==> src/rtl/counter_pkg.sv <==
// Shared constants for the up/down counter: direction encoding, default
// parameter values and a helper that sizes the prescaler register.
package counter_pkg;

    localparam logic DIR_UP   = 1'b1;
    localparam logic DIR_DOWN = 1'b0;

    localparam int DEFAULT_WIDTH    = 8;
    localparam int DEFAULT_MAX_VAL  = 255;
    localparam int DEFAULT_PRESCALE = 1;

    // A prescale of 1 still needs a 1-bit register so the port list stays legal.
    function automatic int prescale_width(input int prescale);
        return (prescale > 1) ? $clog2(prescale) : 1;
    endfunction

endpackage

==> src/rtl/counter_prescaler.sv <==
// Enable-gated prescaler: counts 0..PRESCALE-1 on enabled cycles and raises
// tick combinationally on the enabled cycle that completes a full period.
module counter_prescaler
    import counter_pkg::*;
#(
    parameter int PRESCALE = DEFAULT_PRESCALE
) (
    input  logic clk,
    input  logic rst,
    input  logic en,
    input  logic clr,
    output logic tick
);

    localparam int              PW   = prescale_width(PRESCALE);
    localparam logic [PW-1:0]   LAST = PW'(PRESCALE - 1);

    logic [PW-1:0] cnt_q, cnt_d;

    always_comb begin
        // NOTE: default first so every path assigns cnt_d and no latch is inferred.
        cnt_d = cnt_q;
        if (clr) begin
            cnt_d = '0;
        end else if (en) begin
            cnt_d = (cnt_q == LAST) ? '0 : cnt_q + 1'b1;
        end
    end

    assign tick = en & ~clr & (cnt_q == LAST);

    // NOTE: state registers use <= and reset asynchronously; only the flop is reset.
    always_ff @(posedge clk or posedge rst) begin
        if (rst) begin
            cnt_q <= '0;
        end else begin
            cnt_q <= cnt_d;
        end
    end

endmodule

==> src/rtl/updown_counter.sv <==
// Prescaled modulo-(MAX_VAL+1) up/down counter with terminal-count pulse and
// sticky wrap flag. Define COUNTER_CMP_EN to add the cmp_val/match compare.
module updown_counter
    import counter_pkg::*;
#(
    parameter int WIDTH    = DEFAULT_WIDTH,
    parameter int MAX_VAL  = DEFAULT_MAX_VAL,
    parameter int PRESCALE = DEFAULT_PRESCALE
) (
    input  logic             clk,
    input  logic             rst,
    input  logic             en,
    input  logic             clr,
    input  logic             load,
    input  logic [WIDTH-1:0] load_val,
    input  logic             up,
    input  logic             ovf_clr,
`ifdef COUNTER_CMP_EN
    input  logic [WIDTH-1:0] cmp_val,
    output logic             match,
`endif
    output logic [WIDTH-1:0] count,
    output logic             tc,
    output logic             ovf
);

    localparam logic [WIDTH-1:0] MAX_W = WIDTH'(MAX_VAL);

    logic [WIDTH-1:0] count_q, count_d;
    logic             tc_q;
    logic             ovf_q, ovf_d;
    logic             step;
    logic             wrap;
    logic             presc_clr;

    // Load restarts the prescale period exactly like clear does.
    assign presc_clr = clr | load;

    counter_prescaler #(
        .PRESCALE (PRESCALE)
    ) u_prescaler (
        .clk  (clk),
        .rst  (rst),
        .en   (en),
        .clr  (presc_clr),
        .tick (step)
    );

    always_comb begin
        count_d = count_q;
        wrap    = 1'b0;
        if (clr) begin
            count_d = '0;
        end else if (load) begin
            count_d = (load_val > MAX_W) ? MAX_W : load_val;
        end else if (step) begin
            if (up == DIR_UP) begin
                if (count_q == MAX_W) begin
                    count_d = '0;
                    wrap    = 1'b1;
                end else begin
                    count_d = count_q + 1'b1;
                end
            end else begin
                if (count_q == '0) begin
                    count_d = MAX_W;
                    wrap    = 1'b1;
                end else begin
                    count_d = count_q - 1'b1;
                end
            end
        end
        // A wrap in the same cycle as ovf_clr wins, so no wrap is ever lost.
        ovf_d = wrap | (ovf_q & ~ovf_clr);
    end

    always_ff @(posedge clk or posedge rst) begin
        if (rst) begin
            count_q <= '0;
            tc_q    <= 1'b0;
            ovf_q   <= 1'b0;
        end else begin
            count_q <= count_d;
            tc_q    <= wrap;
            ovf_q   <= ovf_d;
        end
    end

`ifdef COUNTER_CMP_EN
    logic match_q;

    // Compare against the next count so match lines up with count on the output.
    always_ff @(posedge clk or posedge rst) begin
        if (rst) begin
            match_q <= 1'b0;
        end else begin
            match_q <= (count_d == cmp_val);
        end
    end

    assign match = match_q;
`endif

    assign count = count_q;
    assign tc    = tc_q;
    assign ovf   = ovf_q;

endmodule

==> config.mk <==
export PLATFORM = sky130hd
export DESIGN_NAME = updown_counter
export DESIGN_NICKNAME = d
export VERILOG_FILES = /design/src/rtl/counter_pkg.sv /design/src/rtl/counter_prescaler.sv /design/src/rtl/updown_counter.sv
export SDC_FILE = /design/constraint.sdc
export NUM_CORES = 1
export LEC_CHECK = 0
export CORE_MARGIN = 1
export CORE_UTILIZATION = 51
export DETAILED_ROUTE_END_ITERATION = 8
export GPL_ROUTABILITY_DRIVEN = 0
export HOLD_SLACK_MARGIN = 0.1
export PLACE_DENSITY = 0.83
export SKIP_LAST_GASP = 1
export SYNTH_ARGS = -nofsm -noshare
export SYNTH_HDL_FRONTEND = slang
export SYNTH_SLANG_ARGS = --single-unit
==> constraint.sdc <==
create_clock -name clk -period 5.5 [get_ports clk]
set_clock_uncertainty 0.15 [all_clocks]
set_input_delay 1.1 -clock clk [delete_from_list [all_inputs] [get_ports clk]]
set_output_delay 1.1 -clock clk [all_outputs]
set_load 0.01 [all_outputs]
### Word level (Yosys, flattened, before mapping)

Cells that the tools add are included.

| storage, ports and cells | value |
|---|---|
| bits of input ports | 15 |
| logic and storage cells | 36 |
| output and inout port bits | 10 |
| register bits | 11 |

| operators by class | value |
|---|---|
| equal/unequal tests | 1 |
| reduce and logical (&&, ||, !) cells | 3 |
| bitwise gates (word level) | 8 |
| $add $sub $neg | 3 |
| muxes and demuxes | 16 |
| $lt $le $gt $ge | 1 |

Operators with widths:

| cell | number |
|---|---|
| $mux 8 | 7 |
| $mux 1 | 9 |
| $add 8x1->8 const B | 1 |
| $eq 8x8->1 const B | 1 |
| $gt 8x8->1 const B | 1 |
| $logic_not 8->1 | 1 |
| $sub 8x1->8 const B | 1 |
| $and 1x1->1 | 3 |
| $not 1->1 | 3 |
| $reduce_bool 3->1 | 1 |
| $or 1x1->1 | 2 |
| $reduce_bool 2->1 | 1 |
| $add 1x1->1 const B | 1 |

### Depth between registers and ports, before layout

Gate-level depths: netlist of run 1.

| depth | value |
|---|---|
| depth in word-level cells | 8 |
| depth in mapped cells | 6 |

### By module

Synthesis of run 1 repeated with hierarchy kept, for this count alone.

| unflattened totals | value |
|---|---|
| cell total of the unflattened synthesis | 110 |
| area, all modules | 907.1 um2 |

Modules (own cells, without submodules):

| module | instances | cells each | area an instance (um2) |
|---|---|---|---|
| updown_counter | 1 | 109 | 893.4 |
| counter_prescaler | 1 | 1 | 13.8 |

### Worst setup path after synthesis of run 1

Ideal clock, no wire load.

| timing | value |
|---|---|
| path type | input -> register |
| start | input port up |
| end | register count_q[0], in the netlist count[0] |
| stages on the path | 5 |
| buffers on the path | 1 |
| arrival time | 2.084 ns |
| setup slack | 3.142 ns |
| cells stage by stage | clkbuf_1 > inv_1 > nor3_1 > o21ai_0 > o31a_1 |

| on the way | value |
|---|---|
| word-level cells in the longest chain between the ends | 4 |

RTL lines:

| element | line | text |
|---|---|---|
| from (decl) | updown_counter.sv:16 | `input logic up,` |
| $mux 8 | updown_counter.sv:57 | `if (up == DIR_UP) begin` |
| $mux 8 | updown_counter.sv:56 | `end else if (step) begin` |
| $mux 8 | updown_counter.sv:54 | `end else if (load) begin` |
| $mux 8 | updown_counter.sv:52 | `if (clr) begin` |
| to (signal assigned) | updown_counter.sv:83 | `count_q <= count_d;` |
| to (decl) | updown_counter.sv:29 | `logic [WIDTH-1:0] count_q, count_d;` |

Every way passes these cells. The select of a mux whose other input is x is not followed.
A chain may end at the register's enable or synchronous reset.

### Final worst setup path of run 1

| timing | value |
|---|---|
| start | input port load |
| end | register count_q[5], in the netlist count[5] |

| on the way | value |
|---|---|
| word-level cells in the longest chain between the ends | 5 |
| elaborated cells on any way between the ends | 7 |
| classes of those cells | 2 x mux; 4 x bitwise; 1 x reduce/logical |

RTL lines:

| element | line | text |
|---|---|---|
| from (decl) | updown_counter.sv:14 | `input logic load,` |
| $or 1x1->1 | updown_counter.sv:37 | `assign presc_clr = clr \| load;` |
| $not 1->1 | counter_prescaler.sv:30 | `assign tick = en & ~clr & (cnt_q == LAST);` |
| $and 1x1->1 (2 in a row) | counter_prescaler.sv:30 |  |
| $reduce_bool 3->1 (no line) | -- |  |

Several ways; a longest one is shown, not always the timed one.

==> reports/qor.yml, run 1 <==
p_seq_share_pct: 38.6
synth-seq-cells: 10
irDropWorstVdd_uv: 182
antenna_found_initial: 0
clk_pin_slew_ns: 0.06
p_leak_uw: 0.000438
grt_pass1_vias: 881
start_kind: "input port"
crit_path_end_kind: "flip-flop"
critPathArrivalTime_ns: 2.89
fin_tns_setup_ns: 0
fp.dieW_um: 45.0
cts_made_buffers: 3
drv_cap: 0
async_flop_share_pct: 100
worstMarginPinSlew_ns: 0.628
area_growth_pct: 27.6
via_per_inst: 6.26
nFillCells: 153
cts_max_level: 1
drt-total-wl_um: 2580
cp_max_fo: 19
switchingPower_uw: 80.9
syn_area_um2: 942
syn-num-nets: 136
portBuffers: 24
maxSlewViolCount: 0
startpoint: "load"
hold_start: "ovf$_DFF_PP0_"
dpl.hpwl_um: 1870
track_usage_pct: 27.9
tritoncts: "built"
dieArea_mm2: 0.00202
yosysWarnings: 0
synth_edf_count: 0
die_h_um: 45.0
cts-resized-gates: 0
num_vias: 1014
ios: 25
diodes: 0
power_density_mw_per_mm2: 202
grt_max_degree: 20
synth_cell_types: 44
relSlewSlack_pct: 58.0
post_cts_buffers: 0
cts_hold_buf: 0
drive_gt1_share_pct: 8.76
drt-initial-drc-count: 51
p_sw_share_pct: 33.3
clk_latency_ns: 0.27
clock_sinks: 10
layout_min_cycle_time_ns: 2.84
synthFlopType: "dfrtp_1"
crit_required_ns: 5.55
path_class: "in -> reg"
hold_violations: 0
pwr-share-clk_pct: 27.0
rsz0062_at_grt: "false"
max_freq_mhz: 352
grt_overflow: 0
nNetsFinal: 156
timing.final.crit_share_pct: 51.6
floorplan.initialDensity_pct: 54.6
status: "finished with violations"
finalPower_uw: 243
final_core_util_pct: 69.6
setup_violations: 0
wl_per_cell_um: 15.9
worstReg2RegStart: "count[0]$_DFFE_PP0P_"
combinationalPowerShare_pct: 34.3
firstDrtPassIters: 6
cts-root-buf: "clkbuf_4"
syn_inst: 118
violations: "design-rule violations"
min_path_type: "reg -> reg"
p_int_uw: 162
yosysSeqAreaShare_pct: 26.6
antenna_violating_nets_post_route: 0
grt_pass1_wl_um: 4020
place_ws_ns: 2.44
clockBufferDepth: 2
fp-row-count: 15
synth.avg_cell_area_um2: 7.98
drc: 2
final.setup.worst_slack_ns: 2.66
core_mm2: 0.00173
state kept, by name (all words and copies together), names as in the netlist:
name and count:
count 8, ovf 1, tc 1
logic make-up after synthesis:
family | share of synthesized area [%]
AND/OR/NAND/NOR | 28.3
AO/OA/AOI/OAI | 27.9
buffers and inverters | 7.44
flip-flops | 26.6
XOR/XNOR | 3.72
adder cells (fa/ha/maj) | 3.98
multiplexers | 2.12
power by group through the flow:
stage / Sequential [uW] / Combinational [uW] / Clock [uW]
after floorplan: 88.8 / 57.5 / 0
after global placement: 94.2 / 80.2 / 0
after detailed placement: 94.6 / 82.4 / 0
after CTS: 93.1 / 83.0 / 67.8
after global routing: 95.1 / 90.8 / 70.9
final: 93.8 / 83.3 / 65.7
synth_stat cells, drive strengths merged (3+ instances only):
master	number	area share (%)
o41ai	3	2.8
inv	6	2.4
nor3	9	4.8
ha	3	4.0
nand2	10	4.0
clkbuf	5	2.0
nor4	3	2.7
o22ai	4	2.7
nor2	6	2.4
o21ai	9	6.0
o31a	3	2.9
xnor2	4	3.7
dfrtp	10	27
buf	4	3.1
nand3	3	1.6
a21oi	6	3.2
worst paths after layout:
path                                   endpoint  slack, ns  cells after the start
min                               ovf$_DFF_PP0_       0.39                      2
max                        count[5]$_DFFE_PP0P_       2.66                      5
min reg2reg                       ovf$_DFF_PP0_       0.39                      2
max in group asynchronous  count[0]$_DFFE_PP0P_       3.98                      2
max reg2reg                count[6]$_DFFE_PP0P_       3.37                      6
min in group asynchronous  count[6]$_DFFE_PP0P_       0.95                      2
cells in the final DEF, fill, tap and decap left out, drive strengths merged, types with 2 or more instances in the layout:
cell type,netlist,final
o41ai,3,3
or4,2,2
or3b,2,2
o21a,2,2
xnor2,4,4
a22oi,2,2
o21ai,9,9
ha,3,3
clkdlybuf4s50,0,24
a31oi,2,2
o22ai,4,4
nor3,9,9
dfrtp,10,10
nor2,6,6
a21oi,6,6
mux2i,2,2
nand2,10,10
nand3,3,3
nor4,3,3
inv,6,6
clkbuf,5,4
o31a,3,3
nand2b,2,2
nor2b,2,2
per-stage QoR:
stage | cells | area [um^2] | hold slack (ns)
final | 162 | 1200 | 0.392
after global routing | 162 | 1200 | 0.457
after CTS | 162 | 1200 | 0.393
after detailed placement | 158 | 1170 | 0.385
after global placement | 158 | 1170 | 0.378
after floorplan | 118 | 942 | 0.417
layout make-up:
class	count	area, um^2	share of cell area, %
multi-input combinational	93	622	51.7
sequential	10	250	20.8
timing repair buffer	24	240	20.0
clock buffer	4	36.3	3.02
tap	25	31.3	2.60
inverter	6	22.5	1.87
worst max-delay path, cell delays in order:
cell             delay [ns]
clkdlybuf4s50_1        0.73
or3b_2                 0.61
a21oi_1                0.21
o41ai_1                0.11
a21oi_1                0.12
layer usage:
metal  vias up  wire, um  track usage (%)
li1        484         -                -
met1       472      1030             33.8
met2        54      1340             48.7
met3         4       180             8.00
met4         0        19             6.06
met5         -         0                0
Power figures use the tool's default switching activity.
==> run 2, diff against run 1 <==
Settings changed: CORE_UTILIZATION 51 to 43, PLACE_DENSITY 0.83 to 0.75.
Clock period 5.5 ns to 2.6 ns, I/O delays scaled along.
==> reports/qor.yml, run 2 (same netlist as run 1, synthesis figures left out) <==
critical-path-max-stage-delay_ns: 0.61
p_seq_share_pct: 37.7
power_density_mw_per_mm2: 426
crit_end: "count[3]"
place_ws_ns: 0.282
r2r_setup_slack_ns: 0.48
hold_violations: 0
layout_min_cycle_time_ns: 2.15
wl_per_cell_um: 15.6
setup_violations: 0
timing.rr.end: "count[6]$_DFFE_PP0P_"
drt-initial-drc-count: 26
drt-total-wl_um: 2600
clockBufferDepth: 2
ios: 25
combinationalPowerShare_pct: 34.3
crit_buf_inv: 1
floorplan.initialDensity_pct: 47.1
cts-resized-gates: 0
nFillCells: 198
grt_max_degree: 14
clock_sinks: 10
clk_pin_slew_ns: 0.08
nNetsFinal: 159
start_kind: "flip-flop"
fin_tns_setup_ns: 0
slowest_stage: "clkdlybuf4s50_1"
rsz0062_at_grt: "false"
pwr-share-clk_pct: 28.1
fp-row-count: 16
grt_pass1_wl_um: 4600
crit_chain: "clkdlybuf4s50_1"
via_per_inst: 6.07
final.setup.worst_slack_ns: 0.455
track_usage_pct: 25.0
min_path_type: "in -> async"
cts_made_buffers: 3
maxSlewViolCount: 0
place_area_mm2: 0.00119
path_class: "reg -> out"
grt_overflow: 0
antenna_violating_nets_post_route: 0
stdcell_area_mm2: 0.00123
critPathArrivalTime_ns: 1.48
worstReg2RegStart: "count[0]$_DFFE_PP0P_"
relSlewSlack_pct: 70.7
timing.final.crit_share_pct: 82.5
p_sw_share_pct: 34.0
cts_max_level: 1
clk_latency_ns: 0.27
max_freq_mhz: 466
die_h_um: 48.8
p_int_uw: 345
grt_pass1_vias: 990
layout_common_cells: "24 x clkdlybuf4s50_1, 10 x nand2_1, 10 x dfrtp_1"
cts-root-buf: "clkbuf_4"
firstDrtPassIters: 6
tritoncts: "built"
post_cts_buffers: 0
largest_reg_flops: 8
worstMarginPinSlew_ns: 0.438
cp_max_fo: 13
violations: "design-rule violations"
diodes: 0
switchingPower_uw: 178
num_vias: 1014
fp.dieW_um: 48.8
dieArea_mm2: 0.00238
cp.depth: 1
status: "finished with violations"
crit_path_end_kind: "output port"
portBuffers: 24
drive_gt1_share_pct: 10.7
reg2regPathDepth: 6
critical_path.top_delay_family: "buffers and inverters"
cts_hold_buf: 0
dpl.hpwl_um: 1930
p_leak_uw: 0.000453
irDropWorstVdd_uv: 271
antenna_found_initial: 0
core_mm2: 0.00200
layout_commonest_cell: "clkdlybuf4s50_1"
startpoint: "count[3]$_DFFE_PP0P_"
drv_cap: 0
crit_required_ns: 1.93
drc: 1
area_growth_pct: 30.3
==> run 2: changes by cell type in the layout (fill, tap and decap cells not counted) <==
| cell | change |
|---|---|
| buf_4 | +3 |
==> run 2: cell type report <==
| cell class | instances | area (um^2) | area share, % |
|---|---|---|---|
| clock buffers | 4 | 36.3 | 2.96 |
| inverters | 6 | 22.5 | 1.83 |
| multi-input cells | 93 | 622 | 50.7 |
| flip-flops and latches | 10 | 250 | 20.4 |
| well taps | 27 | 33.8 | 2.75 |
| repair buffers | 27 | 263 | 21.4 |
==> run 2: how the worst min path moves through the flow <==
stage	startpoint	to	slack, ns	cells past startpoint
2_1_floorplan	rst	count[0]$_DFFE_PP0P_	0.21	1
3_3_place_gp	ovf$_DFF_PP0_	ovf$_DFF_PP0_	0.37	2
3_5_place_dp	ovf$_DFF_PP0_	ovf$_DFF_PP0_	0.38	2
4_1_cts	rst	count[4]$_DFFE_PP0P_	0.40	2
5_1_grt	rst	count[4]$_DFFE_PP0P_	0.43	2
6_report	rst	count[4]$_DFFE_PP0P_	0.39	2
==> run 2: through the flow <==
stage	std cells	power, uW	util (%)	hold slack, ns
2_1_floorplan	118	310	-	0.210
3_3_place_gp	163	373	59.5	0.372
3_5_place_dp	163	377	59.5	0.384
4_1_cts	167	524	61.3	0.395
5_1_grt	167	559	61.3	0.431
6_report	167	523	61.3	0.392
==> run 2: power groups by stage <==
stage          Clock, uW  Sequential [uW]  Combinational (uW)
2_1_floorplan          0              188                 122
3_3_place_gp           0              198                 174
3_5_place_dp           0              199                 178
4_1_cts              149              196                 179
5_1_grt              162              200                 196
6_report             147              197                 179
==> run 2: routing by layer <==
| layer | wire (um) | track usage [%] | up-vias |
|---|---|---|---|
| li1 | - | - | 489 |
| met3 | 104 | 3.74 | 4 |
| met1 | 1190 | 34.0 | 491 |
| met5 | 0 | 0 | - |
| met2 | 1280 | 39.8 | 30 |
| met4 | 23 | 9.80 | 0 |
==> run 3, diff against run 2 <==
Clock period 2.6 ns to 1.9 ns, I/O delays scaled along.
==> reports/qor.yml, run 3 (same netlist as run 1, synthesis figures left out) <==
status: "finished with violations"
violations: "negative setup slack"
worstMarginPinSlew_ns: 0.430
switchingPower_uw: 285
cp_max_fo: 6
p_leak_uw: 0.000628
clk_latency_ns: 0.28
portBuffers: 24
stdcell_area_mm2: 0.00152
track_usage_pct: 27.8
crit_chain: "buf_4, buf_4, clkdlybuf4s50_1"
layout_commonest_cell: "buf_4"
critPathArrivalTime_ns: 1.42
p_sw_share_pct: 34.3
clockBufferDepth: 2
path_class: "reg -> out"
rsz0062_at_grt: "true"
layout_min_cycle_time_ns: 1.95
drive_gt1_share_pct: 32.1
cts_max_level: 1
cts_hold_buf: 0
cts-root-buf: "clkbuf_4"
slowest_stage: "clkdlybuf4s50_1"
grt_max_degree: 14
crit_required_ns: 1.37
drt-total-wl_um: 3050
power_density_mw_per_mm2: 548
final.setup.worst_slack_ns: -0.0527
fp-row-count: 16
combinationalPowerShare_pct: 45.3
maxSlewViolCount: 0
pwr-share-clk_pct: 25.1
diodes: 0
multi_input_area_um2: 679
dieArea_mm2: 0.00238
wl_per_cell_um: 15.6
clock_sinks: 10
cts_made_buffers: 3
setup_violations: 5
tritoncts: "built"
min_path_type: "in -> async"
nFillCells: 149
fin_tns_setup_ns: -0.156
die_h_um: 48.8
layout_common_cells: "29 x buf_4, 22 x clkdlybuf4s50_1, 10 x nand2_1"
max_freq_mhz: 512
hold_violations: 0
area_growth_pct: 61.0
grt_pass1_wl_um: 5060
p_int_uw: 547
cpMostUsedCell: "buf_4"
core_mm2: 0.00200
drc: 0
nNetsFinal: 187
drt-initial-drc-count: 35
drv_cap: 0
antenna_found_initial: 0
irDropWorstVdd_uv: 449
ios: 25
crit_path_end_kind: "output port"
largest_reg_flops: 8
timing.final.crit_share_pct: 103
floorplan.initialDensity_pct: 47.1
critical-path-max-stage-delay_ns: 0.47
grt_pass1_vias: 1091
start_kind: "flip-flop"
crit_buf_inv: 3
place_ws_ns: -0.123
clk_pin_slew_ns: 0.08
fp.dieW_um: 48.8
num_vias: 1141
critical_path.top_delay_family: "buffers and inverters"
seq_area_um2: 254
grt_overflow: 0
via_per_inst: 5.85
p_seq_share_pct: 29.6
dpl.hpwl_um: 2130
antenna_violating_nets_post_route: 0
whs_ns: 0.233
relSlewSlack_pct: 71.3
place_area_mm2: 0.00135
finalPower_uw: 832
firstDrtPassIters: 4
## run 3: cell types whose count changed in the layout (fill, tap and decap cells not counted), sizes merged
cell,delta
buf,+28
dlygate4sd2,+1
dlymetal6s2s,+1
clkdlybuf4s50,-2
## run 3: worst register-to-register path: cells and delay by family (launching register included)
family                 cells  cell delay, ns
AO/OA/AOI/OAI              3            0.51
buffers and inverters      2            0.31
flip-flops                 1            0.39
AND/OR/NAND/NOR            1            0.51
## run 3: routing by layer
layer / global-route usage [%] / up-vias / part of all wire (%)
met4: 10.3 / 0 / 2.8
met1: 38.7 / 533 / 45
met3: 4.05 / 11 / 5.3
met2: 43.5 / 51 / 47
met5: 0 / - / 0
li1: - / 546 / -
## run 3: power groups by stage
stage / clock, uW / sequential, uW / combinational, uW
after floorplan: 0 / 258 / 167
after global placement: 0 / 252 / 303
after detailed placement: 0 / 253 / 308
after CTS: 210 / 247 / 328
after global routing: 221 / 249 / 407
final: 209 / 246 / 376
## run 3: repair_timing
item | CTS | global route
resized for setup | 7 | 12
buffers inserted | 3 | 4
pin swaps | 1 | 4
endpoints found under the setup margin | 6 | 6
## run 3: area by class of cell
class,count,share of cell area [%]
Clock buffer,4,2.39
Inverter,6,1.49
Multi-Input combinational cell,93,44.8
Sequential cell,10,16.7
Tap cell,27,2.23
Timing Repair Buffer,55,32.3
## run 3: metrics by stage
step | cells | utilization, %
after global routing | 195 | 75.8
final | 195 | 75.8
after global placement | 184 | 67.5
after detailed placement | 184 | 67.5
after floorplan | 118 | -
after CTS | 191 | 71.5
## run 3: path summary, 6_finish.rpt
| path | start | to | slack, ns | cells after the start |
|---|---|---|---|---|
| max | count[5]$_DFFE_PP0P_ | count[5] | -0.05 | 3 |
| min | rst | count[3]$_DFFE_PP0P_ | 0.23 | 2 |
| max reg2reg | count[5]$_DFFE_PP0P_ | count[3]$_DFFE_PP0P_ | -0.04 | 6 |
| min in group clk | ovf$_DFF_PP0_ | ovf$_DFF_PP0_ | 0.39 | 2 |
| max in group asynchronous | rst | count[0]$_DFFE_PP0P_ | 1.04 | 2 |
| min reg2reg | ovf$_DFF_PP0_ | ovf$_DFF_PP0_ | 0.39 | 2 |
